File: src/rtl/s16_bit_serial_subtractor.sv
// s16_bit_serial_subtractor
//   Multi-cycle two's-complement subtractor: diff = a - b - borrow_in (mod 2^WIDTH),
//   computed CHUNK bits per cycle as a + ~b + carry, least-significant chunk first.
//   Operands arrive over an in_valid/in_ready handshake. The result leaves over an
//   out_valid/out_ready handshake.
//
//   Optional feature macro: SUB_FLAGS_EN. When it is defined, the overflow and zero
//   ports and their logic are present.
//
// Ports
//   clk        in   1      rising-edge clock
//   rst_n      in   1      asynchronous active-low reset
//   in_valid   in   1      a/b/borrow_in valid
//   in_ready   out  1      block can accept operands (IDLE only)
//   a          in   WIDTH  minuend
//   b          in   WIDTH  subtrahend
//   borrow_in  in   1      borrow into bit 0
//   out_valid  out  1      diff/borrow_out/flags valid (DONE only)
//   out_ready  in   1      consumer accepts the result
//   diff       out  WIDTH  a - b - borrow_in; only meaningful while out_valid=1
//   borrow_out out  1      1 when unsigned a < b + borrow_in
//   overflow   out  1      signed overflow (SUB_FLAGS_EN only)
//   zero       out  1      diff == 0 (SUB_FLAGS_EN only)
//
// state | meaning
// ------+--------------------------------------------------------------
// IDLE  | waiting for operands, in_ready=1
// RUN   | one chunk per cycle, the counter selects the chunk
// DONE  | result held stable with out_valid=1 until out_ready

module s16_bit_serial_subtractor #(
  parameter int WIDTH = 16,
  parameter int CHUNK = 4
) (
  input  logic             clk,
  input  logic             rst_n,
  input  logic             in_valid,
  output logic             in_ready,
  input  logic [WIDTH-1:0] a,
  input  logic [WIDTH-1:0] b,
  input  logic             borrow_in,
  output logic             out_valid,
  input  logic             out_ready,
  output logic [WIDTH-1:0] diff,
  output logic             borrow_out
`ifdef SUB_FLAGS_EN
  ,
  output logic             overflow,
  output logic             zero
`endif
);

  localparam int NCHUNK = WIDTH / CHUNK;
  localparam int CW     = (NCHUNK > 1) ? $clog2(NCHUNK) : 1;

  if ((CHUNK < 1) || ((WIDTH % CHUNK) != 0)) begin : g_chunk_check
    $error("s16_bit_serial_subtractor: CHUNK must divide WIDTH");
  end

  typedef enum logic [1:0] {
    IDLE = 2'd0,
    RUN  = 2'd1,
    DONE = 2'd2
  } state_t;

  state_t           state;
  logic [WIDTH-1:0] a_r;
  logic [WIDTH-1:0] b_r;
  logic             carry;
  logic [CW-1:0]    cnt;

  logic [CHUNK-1:0] a_chunk;
  logic [CHUNK-1:0] b_chunk;
  logic [CHUNK:0]   sum;
  logic [WIDTH-1:0] diff_next;
  logic             last_chunk;

  // One ripple slice of a + ~b + carry; the top bit of sum is the carry into the next chunk.
  always_comb begin
    a_chunk   = a_r[cnt*CHUNK +: CHUNK];
    b_chunk   = b_r[cnt*CHUNK +: CHUNK];
    sum       = {1'b0, a_chunk} + {1'b0, ~b_chunk} + {{CHUNK{1'b0}}, carry};
    diff_next = diff;
    diff_next[cnt*CHUNK +: CHUNK] = sum[CHUNK-1:0];
    last_chunk = (cnt == CW'(NCHUNK - 1));
  end

  always_ff @(posedge clk or negedge rst_n) begin
    if (!rst_n) begin
      state      <= IDLE;
      a_r        <= '0;
      b_r        <= '0;
      carry      <= 1'b0;
      cnt        <= '0;
      in_ready   <= 1'b1;
      out_valid  <= 1'b0;
      diff       <= '0;
      borrow_out <= 1'b0;
`ifdef SUB_FLAGS_EN
      overflow   <= 1'b0;
      zero       <= 1'b0;
`endif
    end else begin
      case (state)
        IDLE: begin
          // in_ready is 1 throughout IDLE, so in_valid alone completes the handshake.
          if (in_valid) begin
            a_r      <= a;
            b_r      <= b;
            carry    <= ~borrow_in;
            cnt      <= '0;
            in_ready <= 1'b0;
            state    <= RUN;
          end
        end
        RUN: begin
          diff  <= diff_next;
          carry <= sum[CHUNK];
          cnt   <= cnt + CW'(1);
          if (last_chunk) begin
            borrow_out <= ~sum[CHUNK];
            out_valid  <= 1'b1;
`ifdef SUB_FLAGS_EN
            overflow   <= (a_r[WIDTH-1] != b_r[WIDTH-1]) && (diff_next[WIDTH-1] != a_r[WIDTH-1]);
            zero       <= ~|diff_next;
`endif
            state      <= DONE;
          end
        end
        DONE: begin
          // in_ready comes back only on the following cycle: no same-cycle pass-through.
          if (out_ready) begin
            out_valid <= 1'b0;
            in_ready  <= 1'b1;
            state     <= IDLE;
          end
        end
        default: begin
          out_valid <= 1'b0;
          in_ready  <= 1'b1;
          state     <= IDLE;
        end
      endcase
    end
  end

endmodule

File: config.mk
export PLATFORM = sky130hd
export DESIGN_NAME = s16_bit_serial_subtractor
export DESIGN_NICKNAME = d
export VERILOG_FILES = /design/src/rtl/s16_bit_serial_subtractor.sv
export SDC_FILE = /design/constraint.sdc
export NUM_CORES = 1
export LEC_CHECK = 0
export CAP_MARGIN = 25
export CORE_ASPECT_RATIO = 0.9
export CORE_MARGIN = 1.5
export CORE_UTILIZATION = 31
export CTS_BUF_LIST = sky130_fd_sc_hd__clkbuf_16
export CTS_CLUSTER_DIAMETER = 50
export CTS_CLUSTER_SIZE = 20
export DETAILED_ROUTE_END_ITERATION = 10
export PLACE_DENSITY = 0.49
export SLEW_MARGIN = 20
export SYNTH_ARGS = -nofsm -noshare
export SYNTH_HDL_FRONTEND = slang
export SYNTH_SLANG_ARGS = --single-unit
File: constraint.sdc
create_clock -name clk -period 3.4 [get_ports clk]
set_clock_uncertainty 0.1 [all_clocks]
set_input_delay 0.34 -clock clk [delete_from_list [all_inputs] [get_ports clk]]
set_output_delay 0.34 -clock clk [all_outputs]
set_load 0.01 [all_outputs]
==> impl_results.md <==
* Status: finished clean
* Post-Layout Inst Area at 3440 um^2
* Post-layout util at 0.425
* Total chip power at ~0.0035 W
* RePlAce Congestion at 0.704
* WL/cell at about 14 um
* Floorplan core area at approximately 8000 um^2
* Worst Tran Pin Value at about 570 ps
* Critical path data required time at approximately 3500 ps
* Max VDD drop at about 0.0005 V
* Post-Syn Nets at ~250
* Min-Delay Path Class: reg2reg
* # clock sinks at 56
* Max Buffers Root-to-Sink at 2
* CTS buffer count at 5
* Kind of critical path: reg2reg
* Clk_lat worst skew at approximately 300 ps
* Leak at 1.48 nW
* Post-Synthesis Cells at about 200
* Final period utilization at 0.768
* Post-DP Area at around 3300 um^2
* Die width at 99.6 um
* Synth warn at 0
* DRC viols at 0
* Max-Cap Viols at 0
* Drt total wl at just over 5000 um
* IO buf count at 55
* Number of synthesized register bits at 56
* RR Endpoint: borrow_out$_DFFE_PN0P_
* Crit path from: cnt[0]$_DFFE_PN0P_
* Reg clk slew, reported paths at roughly 70 ps
* Worst r2r src: cnt[0]$_DFFE_PN0P_
* Routed vias at between 1500 and 2000
* Dpl hpwl at between 3000 and 4000 um
* Num rows at 31
* Post-Syn Area at between 2000 and 3000 um^2
* Die Span Y at roughly 90 um
* Vias per cell at approximately 4.7
* First-pass GRT wire length at between 8000 and 9000 um
* DRT iter0 DRCs at 44
* Final hold violation count at 0
* Largest net degree at the start of global routing at 45
* Max transition margin at 0.618
* Die ar. at around 9000 um^2
* Clock period minus worst slack at 2610 ps
* Cell chosen for the clock root: clkbuf_16
* Postcts setup bufs at 0
* Layout cells sized above 1 at 0.108
* Layout Area Growth over Synthesis at 32.2%
* H-tree depth at 2
* Final Setup Violations at 0
* CP Capture Point: borrow_out$_DFFE_PN0P_
* Most frequent cells in the layout: dfrtp_1, clkdlybuf4s50_1, mux2_1
* Worst Reg-to-Reg Cells at 8
* Post-DRT Antenna Nets at 0
* Peak Freq at about 0.38 GHz
* Layout Nets at around 300
* Inserted Diodes at 0
* Initial antenna violation count at 0
* CTS tree: done
* I/O pin total at 56
* Slew Viols, Final at 0
* Worst setup EP type: flip-flop
* Total GRT Usage at 0.124
* Synth Area per Inst at approximately 13 um^2
* Setup_tns at 0 ps
* Arr. time, crit path at roughly 2700 ps
* Synth unique cells at 32
* Register-to-register path setup slack at between 700 and 800 ps
* Unrepaired setup endpoints after global routing: false
* Worst setup SP type: flip-flop
* Sequential-to-total area share from yosys stat at 0.538
* Commonest non-fill, non-tap cell in the layout: dfrtp_1
* Starting Density at 0.321
* Crit Path Max Fanout at 10
* Overflow after GRT at 0
* Vias in the first global route at 1659
* 1st-pass router iterations at 4
* Cell Pwr Density at 1020 nW/um^2
## what timing repair did
action                                 4_1_cts  5_1_grt
endpoints found under the hold margin        0       38
hold buffers                                 0        1
gates resized for setup                      0        0
## synthesized netlist by cell type
library cell,n,share of area
nor2_4,1,0.0043
buf_6,1,0.0043
a21oi_1,5,0.0096
fa_1,2,0.015
xor2_1,2,0.0067
nand2_1,23,0.033
a22o_1,5,0.017
nor2_1,5,0.0072
o21bai_1,1,0.0029
mux4_2,8,0.069
inv_2,1,0.0014
ha_1,9,0.043
clkbuf_1,1,0.0014
o21ai_0,2,0.0038
buf_2,2,0.0038
or3_1,1,0.0024
o31ai_1,2,0.0058
o21ai_1,11,0.021
buf_4,4,0.012
a21o_1,1,0.0029
nor2b_1,2,0.0048
dfrtp_1,55,0.53
nand4_1,2,0.0048
or4b_4,1,0.0053
o221ai_1,1,0.0034
mux2_1,33,0.14
or2_1,1,0.0024
nand2b_1,3,0.0072
nor3_1,1,0.0019
nand3b_4,1,0.0077
dfstp_2,1,0.010
inv_1,10,0.014
## per-stage QoR
step | hold WS (ps) | worst slack, ps | instances
after global placement | 365 | 829 | 350
after detailed placement | 377 | 784 | 350
after CTS | 151 | 770 | 358
after floorplan | -55.6 | 607 | 198
final | 382 | 787 | 359
after global routing | 404 | 689 | 359
## sequential cells by signal (all words and copies together) (netlist names)
register / flops
a_r: 16
diff: 16
state: 2
borrow_out: 1
in_ready: 1
cnt: 2
b_r: 16
out_valid: 1
carry: 1
## critical path: stages (launching register included)
cell,delay [ps]
dfrtp_1,350
buf_4,170
mux4_2,520
fa_1,420
fa_1,410
inv_1,70
a21o_1,100
a21oi_1,80
mux2_1,290
## routing by layer
| layer | up-vias | track usage | wire length [um] |
|---|---|---|---|
| li1 | 822 | - | - |
| met1 | 832 | 0.172 | 2510 |
| met2 | 41 | 0.192 | 2400 |
| met3 | 5 | 0.0280 | 208 |
| met4 | 0 | 0.0423 | 60 |
| met5 | - | 0 | 0 |
## power by group
| part | internal (W) | total, W | switching [W] |
|---|---|---|---|
| Combinational | 0.000843 | 0.00174 | 0.000898 |
| Clock | 0.000347 | 0.000590 | 0.000243 |
| Sequential | 0.000982 | 0.00119 | 0.000205 |
| Total | 0.00217 | 0.00352 | 0.00135 |
## logic make-up (layout without fill, tap and decap cells)
group                    count (synthesis)  count (layout)  share of synthesized area
flip-flops                              56              56                      0.538
multiplexers                            41              41                      0.212
AND/OR/NAND/NOR                         41              41                     0.0812
AO/OA/AOI/OAI                           28              28                     0.0663
buffers and inverters                   19              81                     0.0370
adder cells (fa/ha/maj)                 11              11                     0.0586
XOR/XNOR                                 2               2                    0.00673
## worst min-delay path by stage
stage | from | endpoint | slack (ps) | depth (start not counted)
detailed placement | diff[14]$_DFFE_PN0P_ | diff[14]$_DFFE_PN0P_ | 380 | 2
global placement | a_r[12]$_DFFE_PN0P_ | a_r[12]$_DFFE_PN0P_ | 370 | 1
global route | a_r[12]$_DFFE_PN0P_ | a_r[12]$_DFFE_PN0P_ | 400 | 1
CTS | rst_n | diff[3]$_DFFE_PN0P_ | 150 | 1
floorplan | rst_n | a_r[0]$_DFFE_PN0P_ | -60 | 0
finish | diff[14]$_DFFE_PN0P_ | diff[14]$_DFFE_PN0P_ | 380 | 2
## cell type report
type                            instances  area [um^2]
Clock buffer                            5          125
Clock inverter                          3         42.5
Fill cell                             756         4660
Inverter                               11         41.3
Multi-Input combinational cell        123         1110
Sequential cell                        56         1400
Tap cell                               99          124
Timing Repair Buffer                   62          603
Note: power is estimated with default switching activity, not from simulation.
